### src/rtl/mux_select_sequencer_pkg.sv
// Shared types and defaults for the mux select sequencer.
// Holds the FSM state encoding and the default timing constants.
package mux_select_sequencer_pkg;

    typedef enum logic [1:0] {
        MANUAL = 2'b00,
        AUTO   = 2'b01,
        FROZEN = 2'b10
    } seq_state_t;

    localparam int DEF_DEB_CYCLES = 1000000;
    localparam int DEF_SCAN_DIV   = 50000000;

endpackage

### src/rtl/mux_select_sequencer_debounce_sync.sv
// Two-flop synchronizer followed by a stability-counting debouncer.
// dout follows din only after din held a new level for DEB_CYCLES clocks.
module debounce_sync
    import mux_select_sequencer_pkg::*;
#(
    parameter int DEB_CYCLES = DEF_DEB_CYCLES
) (
    input  logic clk,
    input  logic rst_n,
    input  logic din,
    output logic dout
);

    localparam int CW = $clog2(DEB_CYCLES);

    logic          sync1;
    logic          sync2;
    logic          stable;
    logic [CW-1:0] cnt;

    always_ff @(posedge clk or negedge rst_n) begin
        if (!rst_n) begin
            sync1 <= 1'b0;
            sync2 <= 1'b0;
        end else begin
            sync1 <= din;
            sync2 <= sync1;
        end
    end

    // Any sample matching the accepted level restarts the stability window.
    always_ff @(posedge clk or negedge rst_n) begin
        if (!rst_n) begin
            stable <= 1'b0;
            cnt    <= '0;
        end else if (sync2 == stable) begin
            cnt <= '0;
        end else if (cnt == CW'(DEB_CYCLES - 1)) begin
            stable <= sync2;
            cnt    <= '0;
        end else begin
            cnt <= cnt + CW'(1);
        end
    end

    assign dout = stable;

endmodule

### src/rtl/mux_select_sequencer.sv
// Select-bus generator for mux2x1 trees: manual step or auto scan.
// Debounced board inputs drive a MANUAL/AUTO/FROZEN sequencer.
module mux_select_sequencer
    import mux_select_sequencer_pkg::*;
#(
    parameter int SEL_W      = 3,
    parameter int DEB_CYCLES = DEF_DEB_CYCLES,
    parameter int SCAN_DIV   = DEF_SCAN_DIV
) (
    input  logic             clk,
    input  logic             rst_n,
    input  logic             btn_step,
    input  logic             mode_auto,
    input  logic             hold,
    output logic [SEL_W-1:0] sel,
    output logic             sel_change,
    output logic             btn_db
);

    localparam int PW = $clog2(SCAN_DIV);

    logic          mode_db;
    logic          hold_db;
    logic          btn_prev;
    logic          step_q;
    logic [PW-1:0] pres;
    logic          tick;
    logic          advance;

    seq_state_t state;
    seq_state_t state_nxt;

    debounce_sync #(.DEB_CYCLES(DEB_CYCLES)) u_btn (
        .clk   (clk),
        .rst_n (rst_n),
        .din   (btn_step),
        .dout  (btn_db)
    );

    debounce_sync #(.DEB_CYCLES(DEB_CYCLES)) u_mode (
        .clk   (clk),
        .rst_n (rst_n),
        .din   (mode_auto),
        .dout  (mode_db)
    );

    debounce_sync #(.DEB_CYCLES(DEB_CYCLES)) u_hold (
        .clk   (clk),
        .rst_n (rst_n),
        .din   (hold),
        .dout  (hold_db)
    );

    always_ff @(posedge clk or negedge rst_n) begin
        if (!rst_n) begin
            btn_prev <= 1'b0;
            step_q   <= 1'b0;
        end else begin
            btn_prev <= btn_db;
            step_q   <= btn_db & ~btn_prev;
        end
    end

    // Held at zero outside AUTO, so each entry starts a full period.
    always_ff @(posedge clk or negedge rst_n) begin
        if (!rst_n) begin
            pres <= '0;
        end else if (state != AUTO) begin
            pres <= '0;
        end else if (pres == PW'(SCAN_DIV - 1)) begin
            pres <= '0;
        end else begin
            pres <= pres + PW'(1);
        end
    end

    always_ff @(posedge clk or negedge rst_n) begin
        if (!rst_n) begin
            state <= MANUAL;
        end else begin
            state <= state_nxt;
        end
    end

    always_comb begin
        state_nxt = state;
        unique case (state)
            MANUAL: begin
                if (hold_db)      state_nxt = FROZEN;
                else if (mode_db) state_nxt = AUTO;
            end
            AUTO: begin
                if (hold_db)       state_nxt = FROZEN;
                else if (!mode_db) state_nxt = MANUAL;
            end
            FROZEN: begin
                if (!hold_db) state_nxt = mode_db ? AUTO : MANUAL;
            end
            default: state_nxt = MANUAL;
        endcase
    end

    // A step or tick that coincides with a state exit is dropped.
    always_comb begin
        tick    = (state == AUTO) && (pres == PW'(SCAN_DIV - 1));
        advance = 1'b0;
        unique case (state)
            MANUAL:  advance = !hold_db && !mode_db && step_q;
            AUTO:    advance = !hold_db && mode_db && tick;
            default: advance = 1'b0;
        endcase
    end

    always_ff @(posedge clk or negedge rst_n) begin
        if (!rst_n) begin
            sel        <= '0;
            sel_change <= 1'b0;
        end else begin
            sel_change <= advance;
            if (advance) sel <= sel + SEL_W'(1);
        end
    end

endmodule

### config.mk
export PLATFORM = sky130hd
export DESIGN_NAME = mux_select_sequencer
export DESIGN_NICKNAME = d
export VERILOG_FILES = /design/src/rtl/mux_select_sequencer_pkg.sv /design/src/rtl/mux_select_sequencer_debounce_sync.sv /design/src/rtl/mux_select_sequencer.sv
export SDC_FILE = /design/constraint.sdc
export NUM_CORES = 1
export LEC_CHECK = 0
export CAP_MARGIN = 30
export CELL_PAD_IN_SITES_DETAIL_PLACEMENT = 1
export CELL_PAD_IN_SITES_GLOBAL_PLACEMENT = 1
export CORE_ASPECT_RATIO = 0.8
export CORE_MARGIN = 10
export CORE_UTILIZATION = 44
export CTS_CLUSTER_SIZE = 40
export DETAILED_ROUTE_END_ITERATION = 10
export PLACE_DENSITY_LB_ADDON = 0.1
export SYNTH_ARGS = -nofsm -noshare
export SYNTH_HDL_FRONTEND = slang
export SYNTH_SLANG_ARGS = --single-unit
### constraint.sdc
create_clock -name clk -period 2 [get_ports clk]
set_clock_uncertainty 0.15 [all_clocks]
set_input_delay 0.5 -clock clk [delete_from_list [all_inputs] [get_ports clk]]
set_output_delay 0.5 -clock clk [all_outputs]
set_load 0.02 [all_outputs]
# [Yosys cells after proc, flatten, opt, wreduce, memory -nomap -nowiden]
# Index checks and enable logic that the tools add are counted.
[totals] reg_bits=103 in_bits=5
[classes] n_addsub=5 bitwise_logic=5 muxes=16 n_eq_ne=13 reduce_logical=12
[op_table] operator="20-bit 2-to-1 mux" count=6
[op_table] operator="20-bit by 1-bit adder with 20-bit output, second input constant" count=3
[op_table] operator="20-bit == test, second input constant" count=3
[op_table] operator="26-bit 2-to-1 mux" count=2
[op_table] operator="26-bit by 1-bit adder with 26-bit output, second input constant" count=1
[op_table] operator="26-bit == test, second input constant" count=1
[op_table] operator="2-bit 2-to-1 mux" count=5
[op_table] operator="2-bit case mux with 3 select lines" count=1
[op_table] operator="2-bit AND reduction" count=3
[op_table] operator="1-bit logical AND" count=5
[op_table] operator="1-bit inverter" count=4
[op_table] operator="3-bit by 1-bit adder with 3-bit output, second input constant" count=1
[op_table] operator="1-bit == test" count=3
[op_table] operator="3-bit by 1-bit != test with 1-bit output, second input constant" count=1
[op_table] operator="3-bit by 2-bit != test with 1-bit output, second input constant" count=1
[op_table] operator="3-bit AND reduction" count=1
[op_table] operator="2-bit by 1-bit == test with 1-bit output, second input constant" count=1
[op_table] operator="2-bit == test, second input constant" count=1
[op_table] operator="1-bit zero test" count=2
[op_table] operator="2-bit zero test" count=1
[op_table] operator="2-bit by 1-bit != test with 1-bit output, second input constant" count=1
[op_table] operator="2-bit != test, second input constant" count=1
[op_table] operator="1-bit case mux with 2 select lines" count=1
[op_table] operator="1-bit AND" count=1
[op_table] operator="1-bit 2-to-1 mux" count=1

# [Depth between registers and ports, before layout]
# Gate-level depths: netlist of run 1.
[logic_depth] ltp_word=4 mapped_depth=7 depth_no_buf=5

# [By module]
# A second synthesis of run 1 with hierarchy kept.
[hier_totals] cells_unflattened=501 area_unflattened_um2=5117.4
[by_module_without_submodules] mod="debounce_sync" area_each_um2=1114.8 n_inst=3 cells_per_inst=108
[by_module_without_submodules] mod="mux_select_sequencer" area_each_um2=1773.0 n_inst=1 cells_per_inst=177

# [Worst setup path after synthesis of run 1]
# OpenSTA, ideal clock, no wires.
[synth_timing] kind="reg2reg" start="register pres[0]" end="register sel[1]" path_slack_ns=-0.093 path_stages_with_launch=6 required_time_ns=1.722 arrival_time_ns=1.815 n_path_buf=0 path_cell_list="dfrtp_1 ha_1 nand4_1 or4_1 o21ai_2 mux2_1"
[synth_between] elab_chain_cells=4
[synth_lines] element="start, declared" line_no="mux_select_sequencer.sv:26" rtl="logic [PW-1:0] pres;"
[synth_lines] element="start signal, assigned" line_no="mux_select_sequencer.sv:73" rtl="pres <= pres + PW'(1);"
[synth_lines] element="26-bit == test" line_no="mux_select_sequencer.sv:105" rtl="tick = (state == AUTO) && (pres == PW'(SCAN_DIV - 1));"
[synth_lines] element="1-bit logical AND" line_no="mux_select_sequencer.sv:105"
[synth_lines] element="1-bit logical AND" line_no="mux_select_sequencer.sv:109" rtl="AUTO: advance = !hold_db && mode_db && tick;"
[synth_lines] element="1-bit case mux with 2 select lines" line_no="mux_select_sequencer.sv:107" rtl="unique case (state)"
[synth_lines] element="named net advance" line_no="mux_select_sequencer.sv:28" rtl="logic advance;"
[synth_lines] element="end signal, assigned" line_no="mux_select_sequencer.sv:120" rtl="if (advance) sel <= sel + SEL_W'(1);"
[synth_lines] element="end, declared" line_no="mux_select_sequencer.sv:15" rtl="output logic [SEL_W-1:0] sel,"
# The timed path passes the listed nets, and every way through them passes these cells.
# A chain may end at the register's enable or synchronous reset.

# [Worst setup path after layout of run 1]
[layout_timing] start="register pres[1]" end="register sel[1]"
# The elaborated chain is that of the path after synthesis.

==> flow_summary_export.csv, run 1 <==
group,metric,value,unit
run_status,outcome,"complete, but fails checks",
run_status,violations,"negative hold slack, negative setup slack",
placed_design,post_place_cell_area,0.005553,sq mm
worst_setup_path,type_of_element_launching_the_critical_path,"flip-flop",
sta,tightest_slew,0.4636,ns
clock_network,cts_buffer_depth,2,
yosys,postSynthAreaPerCell,9.964,sq um
placed_design,post-place-cells,679,
clock_network,clock_sink_count,103,
finish,area_growth_syn_to_layout,22.41,%
clock_network,cts_buffers,9,
sta,finalMaxSlewViolations,0,
drt,antenna_violating_nets_post_route,0,
global_route,sum_of_overflow_across_all_layers_after_global_routing,0,
power_and_ir_drop,cellInternalPower,0.003026,W
sta,layout_min_cycle_time,2.029,ns
worst_setup_path,worst-path-buf-inv,0,
clock_network,insertion_delay_of_the_later_clocked_pin_in_the_worst_skew_pair,0.35,ns
drt,total_iterations_of_the_first_detailed_routing_run,5,
sta,fmaxAchievable,493.0,MHz
worst_setup_path,slowest_delay,0.57,ns
finish,post-route-cell-area,0.006062,sq mm
yosys,ys_types,42,
floorplanning,fp-row-count,34,
sta,maxSlewHeadroom,0.6881,
yosys,synth.cell_area,0.004952,sq mm
drt,wl,12310,microns
yosys,synth_enable_flop_cells,0,
clock_network,cts_hold_buffers,0,
sta,report.final.setup_viol,1,
sta,rsz0062_at_grt,"yes",
sta,timing_hold_violations_final,2,
power_and_ir_drop,swShare,0.2392,
drt,first_iter_violations,159,
yosys,ys_seq_elements,103,
worst_setup_path,timing.critical_path.cells,"ha_2, nand4_1, or4_4, o21ai_4, mux2_4",
global_route,via_count_of_the_first_global_routing_pass,4234,
sta,timing.setup.tns,-0.02860,ns
floorplanning,die_w,138.6,microns
drt,final_routed_wire_length_divided_by_cell_count,17.43,microns
sta,hold_slack_final,-0.0009132,ns
sta,post-route-worst-setup-slack,-0.02860,ns
finish,final_cell_mix,"101 x sky130_fd_sc_hd__dfrtp_1, 63 x sky130_fd_sc_hd__nor2_1, 51 x sky130_fd_sc_hd__buf_4, 32 x sky130_fd_sc_hd__xnor2_1, 28 x sky130_fd_sc_hd__a21oi_1",
power_and_ir_drop,cellLeakagePower,2.427,nW
yosys,synth.yosys.seq_area_share,0.5205,
power_and_ir_drop,p_sw,0.0009517,W
placed_design,dp.final_hpwl,8583,microns
worst_hold_path,worstHoldPathType,"in2async",
run,drv.max_cap_violation_count,0,
worst_setup_path,setup.worst_path.class,"reg2reg",
power_and_ir_drop,largest_vdd_supply_drop,0.0005833,V
yosys,async_reset_ff_frac,1.000,
global_route,grt_util_all_layers,0.1539,
worst_setup_path,slowest_stage,"sky130_fd_sc_hd__or4_4",
worst_setup_path,critPathMaxFanout,3,
yosys,synth-warning-count,0,
power_and_ir_drop,power_frac_clock,0.433,
floorplanning,initial_core_util,0.4530,
floorplanning,floorplan.core_area,0.01093,sq mm
placed_design,gpl.final_weighted_congestion,0.7732,
clock_network,clkTransAtPathRegs,0.08,ns
worst_setup_path,cp_top_family,"simple AND/OR/NAND/NOR gates",
yosys,instance_count_of_the_mapped_netlist,497,
floorplanning,die_area,0.01592,sq mm
power_and_ir_drop,comb_power_share,0.034,
placed_design,io_buffers,9,
clock_network,cts.root.buffer_cell,"sky130_fd_sc_hd__clkbuf_16",
finish,fin_cells,706,
floorplanning,die_h,114.9,microns
worst_setup_path,worst_setup_path_end_kind,"flip-flop",
yosys,mappedNetlistNets,507,
global_route,global_route_wire_length_before_repair,20580,microns
finish,antennaDiodeCount,0,
worst_setup_path,critPathRequiredTime,2.08,ns
drt,route.detailed.vias_per_inst,5.575,
finish,layout_commonest_cell,"sky130_fd_sc_hd__dfrtp_1",
worst_setup_path,critPathArrivalTime,2.11,ns
global_route,antenna_found_initial,0,
power_and_ir_drop,share_seq_of_total_power,0.533,
drt,detailroute.via_count,3936,
clock_network,cts_htree_levels,3,
power_and_ir_drop,power_per_cell_area,656.2,mW/mm^2
finish,drive_gt1_frac,0.2028,
sta,fin_crit_sh,1.014,
yosys,yosys_most_used_dff,"sky130_fd_sc_hd__dfrtp_1",
drt,detail_route.drc_violations,0,
finish,nets,567,
floorplanning,num_io_pins,10,
global_route,grt_start_max_net_pins,69,
clock_network,cts_tree,"done",
## cell families after synthesis
| logic type | count (synthesis) | share of synthesized area |
|---|---|---|
| AOI/OAI and AO/OA | 66 | 0.07832 |
| xor gates and xnor gates | 54 | 0.09550 |
| muxes | 4 | 0.009095 |
| DFF | 103 | 0.5205 |
| adders and majority gates | 5 | 0.01263 |
| buffers and inverters | 32 | 0.02653 |
| and+or+nand+nor | 233 | 0.2575 |
## metrics by stage
step / setup WS (ns) / power, W / utilization
floorplan: -0.01525 / 0.002200 / -
global placement: 0.02428 / 0.002280 / 0.5079
detailed placement: -0.06019 / 0.002289 / 0.5079
CTS: 0.005416 / 0.004021 / 0.5388
global route: -0.09813 / 0.004161 / 0.5545
finish: -0.02860 / 0.003978 / 0.5545
## state kept, by name (all words and copies together), names as in the netlist, 2 cells and up
register	count
pres	26
u_btn.cnt	20
u_hold.cnt	20
u_mode.cnt	20
sel	3
state	2
## cell type report
| cell class | instances | area, sq um |
|---|---|---|
| Clock buffer | 9 | 225.2 |
| Clock inverter | 7 | 63.81 |
| Fill cell | 1221 | 4871 |
| Inverter | 17 | 63.81 |
| Multi-Input combinational cell | 362 | 2417 |
| Sequential cell | 103 | 2580 |
| Tap cell | 144 | 180.2 |
| Timing Repair Buffer | 64 | 531.8 |
## worst register-to-register path, stage by stage (launching register included)
cell and delay, ns:
sky130_fd_sc_hd__dfrtp_1 0.38, sky130_fd_sc_hd__ha_2 0.20, sky130_fd_sc_hd__nand4_1 0.12, sky130_fd_sc_hd__or4_4 0.57, sky130_fd_sc_hd__o21ai_4 0.19, sky130_fd_sc_hd__mux2_4 0.32
## power groups by stage
stage                     registers (W)  logic [W]  clock network, W
after global placement          0.00216   0.000122                 0
final                           0.00212   0.000134           0.00172
after CTS                       0.00212   0.000130           0.00177
after detailed placement        0.00216   0.000128                 0
after floorplan                 0.00216  0.0000425                 0
after global routing            0.00212   0.000154           0.00188
## layer usage
layer	part of all wire	wire (microns)	vias to the layer above	track usage
met5	0	0	-	0
met4	0.013	155	0	0.04441
met3	0.021	261	15	0.03173
met2	0.50	6103	36	0.2589
met1	0.47	5788	1990	0.1980
li1	-	-	1895	-
## synthesized netlist by cell type, types with 2 or more instances
| cell | n | area, sq um |
|---|---|---|
| sky130_fd_sc_hd__nand2_1 | 27 | 101.4 |
| sky130_fd_sc_hd__nand3_1 | 27 | 135.1 |
| sky130_fd_sc_hd__a21oi_1 | 30 | 150.1 |
| sky130_fd_sc_hd__and4_1 | 8 | 70.07 |
| sky130_fd_sc_hd__mux2_2 | 3 | 33.78 |
| sky130_fd_sc_hd__nor2b_1 | 2 | 12.51 |
| sky130_fd_sc_hd__ha_1 | 5 | 62.56 |
| sky130_fd_sc_hd__xnor2_1 | 32 | 280.3 |
| sky130_fd_sc_hd__nor4b_1 | 4 | 35.03 |
| sky130_fd_sc_hd__nand3_2 | 2 | 20.02 |
| sky130_fd_sc_hd__nor3_1 | 12 | 60.06 |
| sky130_fd_sc_hd__inv_1 | 17 | 63.81 |
| sky130_fd_sc_hd__clkbuf_1 | 8 | 30.03 |
| sky130_fd_sc_hd__nor2_1 | 63 | 236.5 |
| sky130_fd_sc_hd__and2_1 | 4 | 25.02 |
| sky130_fd_sc_hd__dfrtp_1 | 103 | 2577 |
| sky130_fd_sc_hd__or4_1 | 16 | 120.1 |
| sky130_fd_sc_hd__and3_1 | 6 | 37.54 |
| sky130_fd_sc_hd__buf_2 | 6 | 30.03 |
| sky130_fd_sc_hd__xor2_1 | 22 | 192.7 |
| sky130_fd_sc_hd__or3_1 | 18 | 112.6 |
| sky130_fd_sc_hd__nor4_1 | 10 | 62.56 |
| sky130_fd_sc_hd__nor4bb_1 | 3 | 30.03 |
| sky130_fd_sc_hd__o31ai_1 | 15 | 112.6 |
| sky130_fd_sc_hd__nand4_1 | 21 | 131.4 |
| sky130_fd_sc_hd__or2_2 | 2 | 12.51 |
| sky130_fd_sc_hd__o21ai_0 | 16 | 80.08 |
## path summary, 6_finish.rpt
kind	start	end	slack, ns	cells past startpoint
setup / recovery	pres[1]$_DFF_PN0_	sel[1]$_DFFE_PN0P_	-0.03	5
hold / removal	rst_n	pres[17]$_DFF_PN0_	-0.0009	2
setup reg to reg	pres[1]$_DFF_PN0_	sel[1]$_DFFE_PN0P_	-0.03	5
hold reg to reg	u_mode.sync1$_DFF_PN0_	u_mode.sync2$_DFF_PN0_	0.21	0
max in group asynchronous	rst_n	pres[8]$_DFF_PN0_	1.27	2
min in group clk	u_mode.sync1$_DFF_PN0_	u_mode.sync2$_DFF_PN0_	0.21	0
## what timing repair did
item                       4_1_cts  5_1_grt
resized for setup               10       28
setup endpoints to repair       13       71
setup buffers                    4        6
pin swaps                        0        7
gates cloned                     0        1
No activity file was read; power rests on OpenSTA's default activity.
==> inputs of run 2 (changes only) <==
--- a/config.mk
+++ b/config.mk
@@ -6,14 +6,11 @@
 export NUM_CORES = 1
 export LEC_CHECK = 0
 export CAP_MARGIN = 30
-export CELL_PAD_IN_SITES_DETAIL_PLACEMENT = 1
-export CELL_PAD_IN_SITES_GLOBAL_PLACEMENT = 1
 export CORE_ASPECT_RATIO = 0.8
 export CORE_MARGIN = 10
-export CORE_UTILIZATION = 44
+export CORE_UTILIZATION = 45
 export CTS_CLUSTER_SIZE = 40
 export DETAILED_ROUTE_END_ITERATION = 10
-export PLACE_DENSITY_LB_ADDON = 0.1
 export SYNTH_ARGS = -nofsm -noshare
 export SYNTH_HDL_FRONTEND = slang
 export SYNTH_SLANG_ARGS = --single-unit
==> run 2 against run 1 <==
Effect of this change: the flow now finishes without violations; final cell count is 0.85% lower; critical path type unchanged; sequential power hardly changed; fmax is 2.9% higher; routed wire length is 19% lower; largest cell class unchanged; via count is 5.3% lower.
==> flow_summary_export.csv, run 2 (same netlist as run 1, synthesis figures left out) <==
group,metric,value,unit
finish,antennaDiodeCount,0,
sta,tightest_slew,0.4333,ns
worst_setup_path,worst_setup_path_end_kind,"flip-flop",
power_and_ir_drop,cellLeakagePower,2.358,nW
run,drv.max_cap_violation_count,0,
sta,timing_hold_violations_final,0,
clock_network,insertion_delay_of_the_later_clocked_pin_in_the_worst_skew_pair,0.34,ns
sta,finalMaxSlewViolations,0,
finish,nets,561,
drt,detailroute.via_count,3726,
worst_setup_path,critPathMaxFanout,3,
worst_setup_path,reg2reg_slack,0.03,ns
placed_design,gpl.final_weighted_congestion,0.8319,
sta,post-route-worst-setup-slack,0.02885,ns
drt,route.detailed.vias_per_inst,5.323,
finish,largest_register_ffs,26,
global_route,global_route_wire_length_before_repair,17310,microns
finish,layout_commonest_cell,"sky130_fd_sc_hd__dfrtp_1",
worst_hold_path,worstHoldPathType,"reg2reg",
sta,fmaxAchievable,507.3,MHz
power_and_ir_drop,cellInternalPower,0.003009,W
power_and_ir_drop,comb_power_share,0.033,
worst_hold_path,worstHoldPathCells,0,
drt,routed.top_layer,"met4",
worst_setup_path,critPathRequiredTime,2.08,ns
drt,antenna_violating_nets_post_route,0,
run_status,outcome,"complete, no violations",
global_route,sum_of_overflow_across_all_layers_after_global_routing,0,
clock_network,cts_buffer_depth,2,
floorplanning,fp-row-count,34,
finish,ff_latch_area,0.002581,sq mm
floorplanning,die_area,0.01563,sq mm
power_and_ir_drop,p_sw,0.0009135,W
drt,final_routed_wire_length_divided_by_cell_count,14.22,microns
finish,area_growth_syn_to_layout,20.09,%
clock_network,cts_htree_levels,3,
power_and_ir_drop,swShare,0.2329,
finish,fillCellCount,980,
clock_network,cts_buffers,9,
floorplanning,initial_core_util,0.4583,
sta,timing.setup.tns,0,ns
sta,layout_min_cycle_time,1.971,ns
finish,multiInputGateArea,0.002359,sq mm
worst_hold_path,timing.hold.worst.start,"u_hold.sync1$_DFF_PN0_",
sta,report.final.setup_viol,0,
drt,wl_met3,324,microns
clock_network,clkTransAtPathRegs,0.07,ns
sta,rsz0062_at_grt,"yes",
drt,met2_routed_wirelength,4459,microns
worst_setup_path,type_of_element_launching_the_critical_path,"flip-flop",
placed_design,preCtsSetupSlack,0.004653,ns
power_and_ir_drop,largest_vdd_supply_drop,0.0004849,V
clock_network,cts.root.buffer_cell,"sky130_fd_sc_hd__clkbuf_16",
finish,utilization,0.5504,
floorplanning,die_h,113.8,microns
clock_network,cts_tree,"done",
worst_setup_path,critPathArrivalTime,2.05,ns
drt,detail_route.drc_violations,0,
drt,first_iter_violations,206,
sta,maxSlewHeadroom,0.7085,
sta,fin_crit_sh,0.9856,
finish,final_cell_mix,"100 x sky130_fd_sc_hd__dfrtp_1, 63 x sky130_fd_sc_hd__nor2_1, 46 x sky130_fd_sc_hd__buf_4, 32 x sky130_fd_sc_hd__xnor2_1, 29 x sky130_fd_sc_hd__a21oi_1",
worst_setup_path,rr_endpoint,"sel[1]$_DFFE_PN0P_",
global_route,grt_start_max_net_pins,41,
drt,wl,9952,microns
power_and_ir_drop,power_per_cell_area,659.5,mW/mm^2
floorplanning,floorplan.core_area,0.01081,sq mm
drt,met1_length,5065,microns
placed_design,io_buffers,9,
floorplanning,num_io_pins,10,
global_route,via_count_of_the_first_global_routing_pass,3713,
worst_setup_path,reg2reg_from,"pres[1]$_DFF_PN0_",
finish,regMostFlops,"pres",
clock_network,clock_sink_count,103,
power_and_ir_drop,share_seq_of_total_power,0.541,
floorplanning,die_w,137.3,microns
worst_setup_path,setup.worst_path.class,"reg2reg",
sta,hold_slack_final,0.2066,ns
power_and_ir_drop,power_frac_clock,0.426,
worst_setup_path,worst_r2r_path_depth,5,
finish,drive_gt1_frac,0.1799,
global_route,grt_util_all_layers,0.1333,
global_route,antenna_found_initial,0,
placed_design,dp.final_hpwl,7075,microns
drt,total_iterations_of_the_first_detailed_routing_run,6,
worst_hold_path,end_of_the_worst_hold_path,"u_hold.sync2$_DFF_PN0_",
[run 2: cell types whose count changed in the layout (fill, tap and decap cells not counted), moves of 2 or more]
cell,before,now
sky130_fd_sc_hd__buf_6,3,1
sky130_fd_sc_hd__inv_8,3,1
sky130_fd_sc_hd__clkinvlp_4,1,3
sky130_fd_sc_hd__buf_4,51,46
[run 2: cell type report]
| class | count | share of cell area |
|---|---|---|
| clock buffers | 9 | 0.03787 |
| well taps | 144 | 0.03030 |
| multi-input cells | 362 | 0.3966 |
| inverters | 17 | 0.01073 |
| repair buffers | 58 | 0.08100 |
| clock inverters | 7 | 0.009468 |
| flip-flops and latches | 103 | 0.4340 |
[run 2: worst max-delay path, stage by stage (launching register included)]
cell,delay (ns)
sky130_fd_sc_hd__dfrtp_1,0.36
sky130_fd_sc_hd__ha_2,0.19
sky130_fd_sc_hd__nand4_1,0.13
sky130_fd_sc_hd__or4_4,0.57
sky130_fd_sc_hd__o21ai_4,0.15
sky130_fd_sc_hd__mux2_4,0.31
[run 2: stage by stage]
stage / std cells / power [W] / cell area, sq um
after floorplan: 497 / 0.002200 / 4984
after global placement: 681 / 0.002286 / 5568
after detailed placement: 681 / 0.002289 / 5568
after CTS: 699 / 0.003971 / 5866
after global routing: 700 / 0.004072 / 5947
final: 700 / 0.003922 / 5947
[run 2: how the worst max path moves through the flow]
stage / startpoint / depth (start not counted) / slack (ns) / endpoint
final: pres[1]$_DFF_PN0_ / 5 / 0.03 / sel[1]$_DFFE_PN0P_
after CTS: pres[5]$_DFF_PN0_ / 4 / 0.01 / pres[25]$_DFF_PN0_
after global placement: u_mode.cnt[1]$_DFF_PN0_ / 5 / 0.02 / u_mode.cnt[18]$_DFF_PN0_
after floorplan: pres[0]$_DFF_PN0_ / 5 / -0.02 / sel[1]$_DFFE_PN0P_
after global routing: pres[1]$_DFF_PN0_ / 5 / -0.04 / sel[1]$_DFFE_PN0P_
after detailed placement: pres[1]$_DFF_PN0_ / 5 / 0.005 / sel[1]$_DFFE_PN0P_
[run 2: power by group through the flow]
stage	Combinational [W]	Clock [W]	Sequential (W)
floorplan	0.0000425	0	0.00216
global placement	0.000127	0	0.00216
detailed placement	0.000129	0	0.00216
CTS	0.000132	0.00172	0.00212
global route	0.000151	0.00180	0.00212
finish	0.000130	0.00167	0.00212
[run 2: layer usage]
metal,vias to the layer above,global-route usage
met5,-,0
met4,0,0.03927
met3,10,0.03207
met2,44,0.1992
met1,1780,0.1873
li1,1892,-
[run 2: repair_timing]
action	in CTS	in global routing
hold endpoints to repair	19	0
buffers inserted	1	1
pin swaps	1	5
cloned	0	0
setup endpoints to repair	6	36
gates resized for setup	5	19
hold buffers	1	0
==> inputs of run 3 (changes only) <==
--- a/config.mk
+++ b/config.mk
@@ -11,6 +11,7 @@
 export CORE_UTILIZATION = 45
 export CTS_CLUSTER_SIZE = 40
 export DETAILED_ROUTE_END_ITERATION = 10
+export SKIP_LAST_GASP = 1
 export SYNTH_ARGS = -nofsm -noshare
 export SYNTH_HDL_FRONTEND = slang
 export SYNTH_SLANG_ARGS = --single-unit
==> results of run 3 <==
The final DEF is identical to that of run 2; final timing and power are the same.
